[config.mk]
export PLATFORM = sky130hd
export DESIGN_NAME = fetch_stage_flat
export DESIGN_NICKNAME = d
export VERILOG_FILES = /design/src/rtl/fetch_stage_if.sv /design/src/rtl/fetch_stage.sv /design/src/flat_wrapper.sv
export SDC_FILE = /design/constraint.sdc
export NUM_CORES = 1
export LEC_CHECK = 0
export CAP_MARGIN = 10
export CORE_MARGIN = 2
export CORE_UTILIZATION = 40
export CTS_CLUSTER_DIAMETER = 120
export DETAILED_ROUTE_END_ITERATION = 8
export PLACE_DENSITY = 0.78
export SLEW_MARGIN = 25
export SYNTH_ARGS = -nofsm -noshare
export SYNTH_HDL_FRONTEND = slang
export SYNTH_SLANG_ARGS = --single-unit
[constraint.sdc]
create_clock -name Clock -period 1.5 [get_ports Clock]
set_input_delay 0.225 -clock Clock [delete_from_list [all_inputs] [get_ports Clock]]
set_output_delay 0.225 -clock Clock [all_outputs]
set_load 0.01 [all_outputs]
[src/rtl/fetch_stage_if.sv]
// Fetch stage bus: redirect/stall controls, instruction ROM port and IF/ID outputs.
// With FETCH_REDIRECT_COUNTER_EN defined the bus also carries oRedirectCount.
interface fetch_stage_if;
    logic        iStall;
    logic        iJump;
    logic [9:0]  iJumpAddr;
    logic        iBranchTaken;
    logic [9:0]  iBranchAddr;
    logic [9:0]  oIAddress;
    logic [15:0] iInstruction;
    logic [15:0] oInstruction;
    logic [9:0]  oPcPlus1;
    logic        oValid;
`ifdef FETCH_REDIRECT_COUNTER_EN
    logic [15:0] oRedirectCount;

    modport slave (
        input  iStall, iJump, iJumpAddr, iBranchTaken, iBranchAddr, iInstruction,
        output oIAddress, oInstruction, oPcPlus1, oValid, oRedirectCount
    );

    modport master (
        output iStall, iJump, iJumpAddr, iBranchTaken, iBranchAddr, iInstruction,
        input  oIAddress, oInstruction, oPcPlus1, oValid, oRedirectCount
    );
`else
    modport slave (
        input  iStall, iJump, iJumpAddr, iBranchTaken, iBranchAddr, iInstruction,
        output oIAddress, oInstruction, oPcPlus1, oValid
    );

    modport master (
        output iStall, iJump, iJumpAddr, iBranchTaken, iBranchAddr, iInstruction,
        input  oIAddress, oInstruction, oPcPlus1, oValid
    );
`endif
endinterface

[src/rtl/fetch_stage.sv]
// Instruction fetch stage: PC register, IF/ID register and FILL/RUN/FLUSH control FSM.
// Optional redirect counter enabled by defining FETCH_REDIRECT_COUNTER_EN.
module fetch_stage (
    input  logic          Clock,
    input  logic          Reset,
    fetch_stage_if.slave  bus
);

    typedef enum logic [1:0] {FILL, RUN, FLUSH} state_t;

    state_t      state;
    state_t      next_state;
    logic        redirect;
    logic [9:0]  target;
    logic [9:0]  pc;
    logic [15:0] instruction;
    logic [9:0]  pc_plus1;
    logic        valid;

    // Jump outranks branch; the target only matters when a redirect is requested.
    always_comb begin
        redirect = bus.iJump | bus.iBranchTaken;
        target   = bus.iJump ? bus.iJumpAddr : bus.iBranchAddr;
    end

    always_comb begin
        next_state = state;
        case (state)
            FILL, RUN, FLUSH: begin
                if (redirect)
                    next_state = FLUSH;
                else if (bus.iStall)
                    next_state = state;
                else
                    next_state = RUN;
            end
            default: next_state = FILL;
        endcase
    end

    always_ff @(posedge Clock) begin
        if (Reset)
            state <= FILL;
        else
            state <= next_state;
    end

    always_ff @(posedge Clock) begin
        if (Reset) begin
            pc          <= 10'd0;
            instruction <= 16'h0000;
            pc_plus1    <= 10'd0;
            valid       <= 1'b0;
        end else if (redirect) begin
            pc          <= target;
            instruction <= 16'h0000;
            pc_plus1    <= 10'd0;
            valid       <= 1'b0;
        end else if (!bus.iStall) begin
            pc          <= pc + 10'd1;
            instruction <= bus.iInstruction;
            pc_plus1    <= pc + 10'd1;
            valid       <= 1'b1;
        end
    end

    assign bus.oIAddress    = pc;
    assign bus.oInstruction = instruction;
    assign bus.oPcPlus1     = pc_plus1;
    assign bus.oValid       = valid;

`ifdef FETCH_REDIRECT_COUNTER_EN
    logic [15:0] redirect_count;

    always_ff @(posedge Clock) begin
        if (Reset)
            redirect_count <= 16'd0;
        else if (redirect && redirect_count != 16'hFFFF)
            redirect_count <= redirect_count + 16'd1;
    end

    assign bus.oRedirectCount = redirect_count;
`endif

endmodule

[src/flat_wrapper.sv]
// flat-port wrapper written by rule: the top's interface ports become plain ports
module fetch_stage_flat 
  (Clock, Reset, bus_iStall, bus_iJump, bus_iJumpAddr, bus_iBranchTaken, bus_iBranchAddr, bus_iInstruction, bus_oIAddress, bus_oInstruction, bus_oPcPlus1, bus_oValid);
  fetch_stage_if bus_i ();
  input  logic Clock;
  input  logic Reset;
  input wire logic [$bits(bus_i.iStall)-1:0] bus_iStall;
  input wire logic [$bits(bus_i.iJump)-1:0] bus_iJump;
  input wire logic [$bits(bus_i.iJumpAddr)-1:0] bus_iJumpAddr;
  input wire logic [$bits(bus_i.iBranchTaken)-1:0] bus_iBranchTaken;
  input wire logic [$bits(bus_i.iBranchAddr)-1:0] bus_iBranchAddr;
  input wire logic [$bits(bus_i.iInstruction)-1:0] bus_iInstruction;
  output wire logic [$bits(bus_i.oIAddress)-1:0] bus_oIAddress;
  output wire logic [$bits(bus_i.oInstruction)-1:0] bus_oInstruction;
  output wire logic [$bits(bus_i.oPcPlus1)-1:0] bus_oPcPlus1;
  output wire logic [$bits(bus_i.oValid)-1:0] bus_oValid;
  assign bus_i.iStall = bus_iStall;
  assign bus_i.iJump = bus_iJump;
  assign bus_i.iJumpAddr = bus_iJumpAddr;
  assign bus_i.iBranchTaken = bus_iBranchTaken;
  assign bus_i.iBranchAddr = bus_iBranchAddr;
  assign bus_i.iInstruction = bus_iInstruction;
  assign bus_oIAddress = bus_i.oIAddress;
  assign bus_oInstruction = bus_i.oInstruction;
  assign bus_oPcPlus1 = bus_i.oPcPlus1;
  assign bus_oValid = bus_i.oValid;
  fetch_stage u_core (.Clock(Clock), .Reset(Reset), .bus(bus_i));
endmodule
### After elaboration in Yosys (flattened, before gate mapping)

Index checks and enable logic that the tools add are counted.

* bits in registers: 37
* bits of input ports: 41
* output and inout bits: 37
* word-level logic and storage cells: 11

* muxes and demuxes: 3
* eq/ne operators: 1
* bitwise operators: 1
* reductions and logical operators: 1
* add/sub/neg operators: 1

Operator list (number)
* 10-bit 2-to-1 mux: 3
* 10-bit by 1-bit adder with 10-bit output, second input constant: 1
* 2-bit by 1-bit != test with 1-bit output, second input constant: 1
* 2-bit OR reduction: 1
* 1-bit OR: 1

### Logic depth before layout (Yosys ltp)

* depth after elaboration: 3
* depth in mapped cells: 6

### Worst setup path after synthesis

No wires, ideal clock.

* path kind: register to register
* start point: register u_core.pc[0] (netlist: u_core.bus.oIAddress[0])
* end point: register u_core.pc_plus1[6] (netlist: u_core.bus.oPcPlus1[6])
* stages on the path, launching flop included: 6
* clock period less this slack: 1.413 ns
* slack: 0.087 ns
* library setup time: 0.086 ns
* arrival time: 1.327 ns
* cell sequence: dfxtp_1 > ha_1 > and3_1 > and3_1 > xnor2_1 > a211oi_1

* cells in the longest elaborated chain, start to end: 1

RTL lines
* start, declared: line fetch_stage.sv:15 `logic [9:0] pc;`
* start signal, assigned: line fetch_stage.sv:55 `pc <= target;`
* start signal, assigned: line fetch_stage.sv:60 `pc <= pc + 10'd1;`
* 10-bit by 1-bit adder with 10-bit output: line fetch_stage.sv:62 `pc_plus1 <= pc + 10'd1;`
* end signal, assigned: line fetch_stage.sv:62
* end, declared: line fetch_stage.sv:17 `logic [9:0] pc_plus1;`

No other way between the ends.
A chain may end at the register's enable or synchronous reset.

### Worst setup path after layout

* start point: register u_core.pc[2] (netlist: u_core.bus.oIAddress[2])
* end point: output port bus_oIAddress[2]

RTL lines
* end, declared: line flat_wrapper.sv:13 `output wire logic [$bits(bus_i.oIAddress)-1:0] bus_oIAddress;`

No word-level cell between the ends.

==> metrics.md <==
| Metric | Value |
|---|---|
| RSZ-0062 raised after global routing | `false` |
| Average size of a mapped cell | `9.32 um2` |
| Post-synth top area cell | `dfxtp_1` |
| Worst-margin pin slew | `0.324 ns` |
| Clk root buf | `clkbuf_8` |
| Yosys reg bits | `37` |
| Initial Utilization | `0.417` |
| Synth top area cells | `dfxtp_1 (44%), mux2i_1 (12%), nor2_1 (6.8%), o22ai_2 (6.0%), a21oi_1 (5.7%)` |
| Die width | `68.6 um` |
| Io pins | `78` |
| Status | `finished clean` |
| Worst Hold Class | `reg -> reg` |
| Gate count after technology mapping | `179` |
| Gr ovfl total | `0` |
| Die H | `68.6 um` |
| Post-route ant nets | `0` |
| Arrival @ worst endpoint | `1.23 ns` |
| Initial antenna violation count | `0` |
| Port-buffer cells | `77` |
| Hpwl dp | `3120 um` |
| Area of the mapped netlist | `1670 um2` |
| Final setup violation count | `0` |
| Critical-path top delay cell | `clkdlybuf4s50_1` |
| Max_cap viols | `0` |
| Total Wirelength | `4200 um` |
| Max-slew violations | `0` |
| Ys async rst share | `0` |
| Post-synth EDFFs | `0` |
| Worst skew pair latency | `0.29 ns` |
| Commonest cells post-synth | `dfxtp_1 (37), nor2_1 (30), mux2i_1 (20)` |
| Fmax | `688 MHz` |
| Top-area cell type share of the netlist area | `0.444` |
| Clock-pin slew on the worst setup and hold paths | `0.07 ns` |
| LEAKAGE | `1.02 nW` |
| Layout Area Growth over Synthesis | `56.9%` |
| Nature of the critical path startpoint | `flop` |
| Max FO, Critical Path | `6` |
| Num CTS Buffers | `5` |
| Total power | `2.13 mW` |
| Total GRT Usage | `0.185` |
| Row Count | `23` |
| Power per cell area | `814 nW/um2` |
| Crit end category | `output pin` |
| Cell with the most instances after synthesis | `dfxtp_1` |
| WL/cell | `13.5 um` |
| Vias | `1542` |
| Netlist cell types | `24` |
| Main synth FF type | `dfxtp_1` |
| CP Class | `reg -> out` |
| Rel. slew slack | `0.783` |
| Clk buf depth | `2` |
| Worst path buffer plus inverter count | `1` |
| FF-to-FF setup slack | `0.06 ns` |
| Period utilization | `0.969` |
| CTS tree | `yes` |
| Top delay family on crit path | `buffers and inverters` |
| # DRC | `0` |
| Gpl congestion | `0.766` |
| Final hold vios | `0` |
| CTS sink cnt | `37` |
| Setup Skew | `0.00466 ns` |
| First-pass GRT wire length | `6430 um` |
| Number of global-route vias before repair | `1352` |
| Fin crit period | `1.45 ns` |
| Vias per cell | `4.94` |
| Share of cells above drive strength 1 | `0.145` |
| Post-CTS Setup Bufs | `0` |
| Setup TNS | `0 ns` |
| VDD IR max | `0.569 mV` |
| Router iterations before antenna repair | `4` |
| CP cell instances | `clkdlybuf4s50_1` |
| Largest net degree at the start of global routing | `20` |
| Core Region | `4000 um2` |
| Die area | `4700 um2` |
| Syn_nets | `221` |
| Initial drt markers | `75` |
| Post-synthesis sequential area ratio | `0.444` |
| Fin nets | `303` |
| Max stage delay on crit path | `0.56 ns` |
| Yosys warning total | `0` |
| WP data required | `1.27 ns` |
| Diode count | `0` |
| H-tree depth | `2` |
layout by cell type (no fill, tap or decap):
master / count
a211oi_1: 7
a21oi_1: 19
and3_1: 4
and4_1: 1
buf_12: 1
buf_2: 1
buf_4: 11
clkbuf_8: 5
clkdlybuf4s50_1: 74
clkinv_2: 2
clkinvlp_4: 1
dfxtp_1: 31
dfxtp_2: 6
dlygate4sd2_1: 2
ha_1: 1
inv_1: 2
inv_2: 1
mux2i_1: 20
nand2_1: 11
nand2b_4: 1
nand3_1: 1
nand3b_1: 8
nand4_1: 2
nor2_1: 30
o21ai_0: 2
o22ai_2: 8
or3_1: 1
xnor2_1: 4
xnor2_2: 1
xor2_1: 4
cell type report:
| type | count | area [um2] |
|---|---|---|
| inverters | 3 | 11.3 |
| multi-input cells | 125 | 842 |
| clock buffers | 5 | 68.8 |
| fillers | 346 | 1380 |
| well taps | 50 | 62.6 |
| flip-flops and latches | 37 | 748 |
| clock inverters | 3 | 17.5 |
| repair buffers | 89 | 866 |
cells by family (layout without fill, tap and decap cells):
logic type	Yosys count	in the layout	synth area share
simple gates	59	59	0.171
flops	37	37	0.444
compound gates	36	36	0.155
mux	20	20	0.120
buf+inv	17	100	0.0555
xor+xnor	9	9	0.0473
fa+ha+maj	1	1	0.00750
state kept, by name, summed over array words and instances (netlist names):
| register | flops |
|---|---|
| u_core.bus.oInstruction | 16 |
| u_core.bus.oIAddress | 10 |
| u_core.bus.oPcPlus1 | 10 |
| u_core.bus.oValid | 1 |
power by group:
| part | total, mW | switching (mW) | internal (mW) |
|---|---|---|---|
| logic | 0.410 | 0.167 | 0.243 |
| registers | 1.05 | 0.0303 | 1.02 |
| clock network | 0.672 | 0.352 | 0.320 |
repair_timing:
item,CTS,global route
gates resized for setup,6,3
hold buffers,0,0
pin swaps,0,1
setup endpoints to repair,6,4
through the flow:
step / hold WS [ns] / utilization / area [um2] / cells / setup slack, ns
after floorplan: 0.369 / - / 1670 / 179 / 0.0874
after global placement: 0.437 / 0.629 / 2520 / 304 / -0.0198
after detailed placement: 0.453 / 0.629 / 2520 / 304 / -0.0485
after CTS: 0.466 / 0.652 / 2610 / 312 / 0.00615
after global routing: 0.493 / 0.654 / 2620 / 312 / 0.00307
final: 0.465 / 0.654 / 2620 / 312 / 0.0472
routing by layer:
| metal | wire length, um | up-vias | track usage |
|---|---|---|---|
| met5 | 0 | - | 0 |
| met4 | 65 | 0 | 0.0750 |
| met3 | 192 | 5 | 0.0357 |
| met2 | 2070 | 39 | 0.288 |
| met1 | 1870 | 718 | 0.251 |
| li1 | - | 780 | - |
final timing paths:
path | startpoint | endpoint | depth (start not counted)
max | u_core.bus.oIAddress[2]$_SDFFE_PP0P_ | bus_oIAddress[2] | 1
min | u_core.bus.oValid$_SDFFE_PP0N_ | u_core.bus.oValid$_SDFFE_PP0N_ | 2
max reg2reg | u_core.bus.oIAddress[0]$_SDFFE_PP0P_ | u_core.bus.oPcPlus1[8]$_SDFFE_PP0N_ | 5
min reg2reg | u_core.bus.oValid$_SDFFE_PP0N_ | u_core.bus.oValid$_SDFFE_PP0N_ | 2
(Power assumes the default switching activity.)
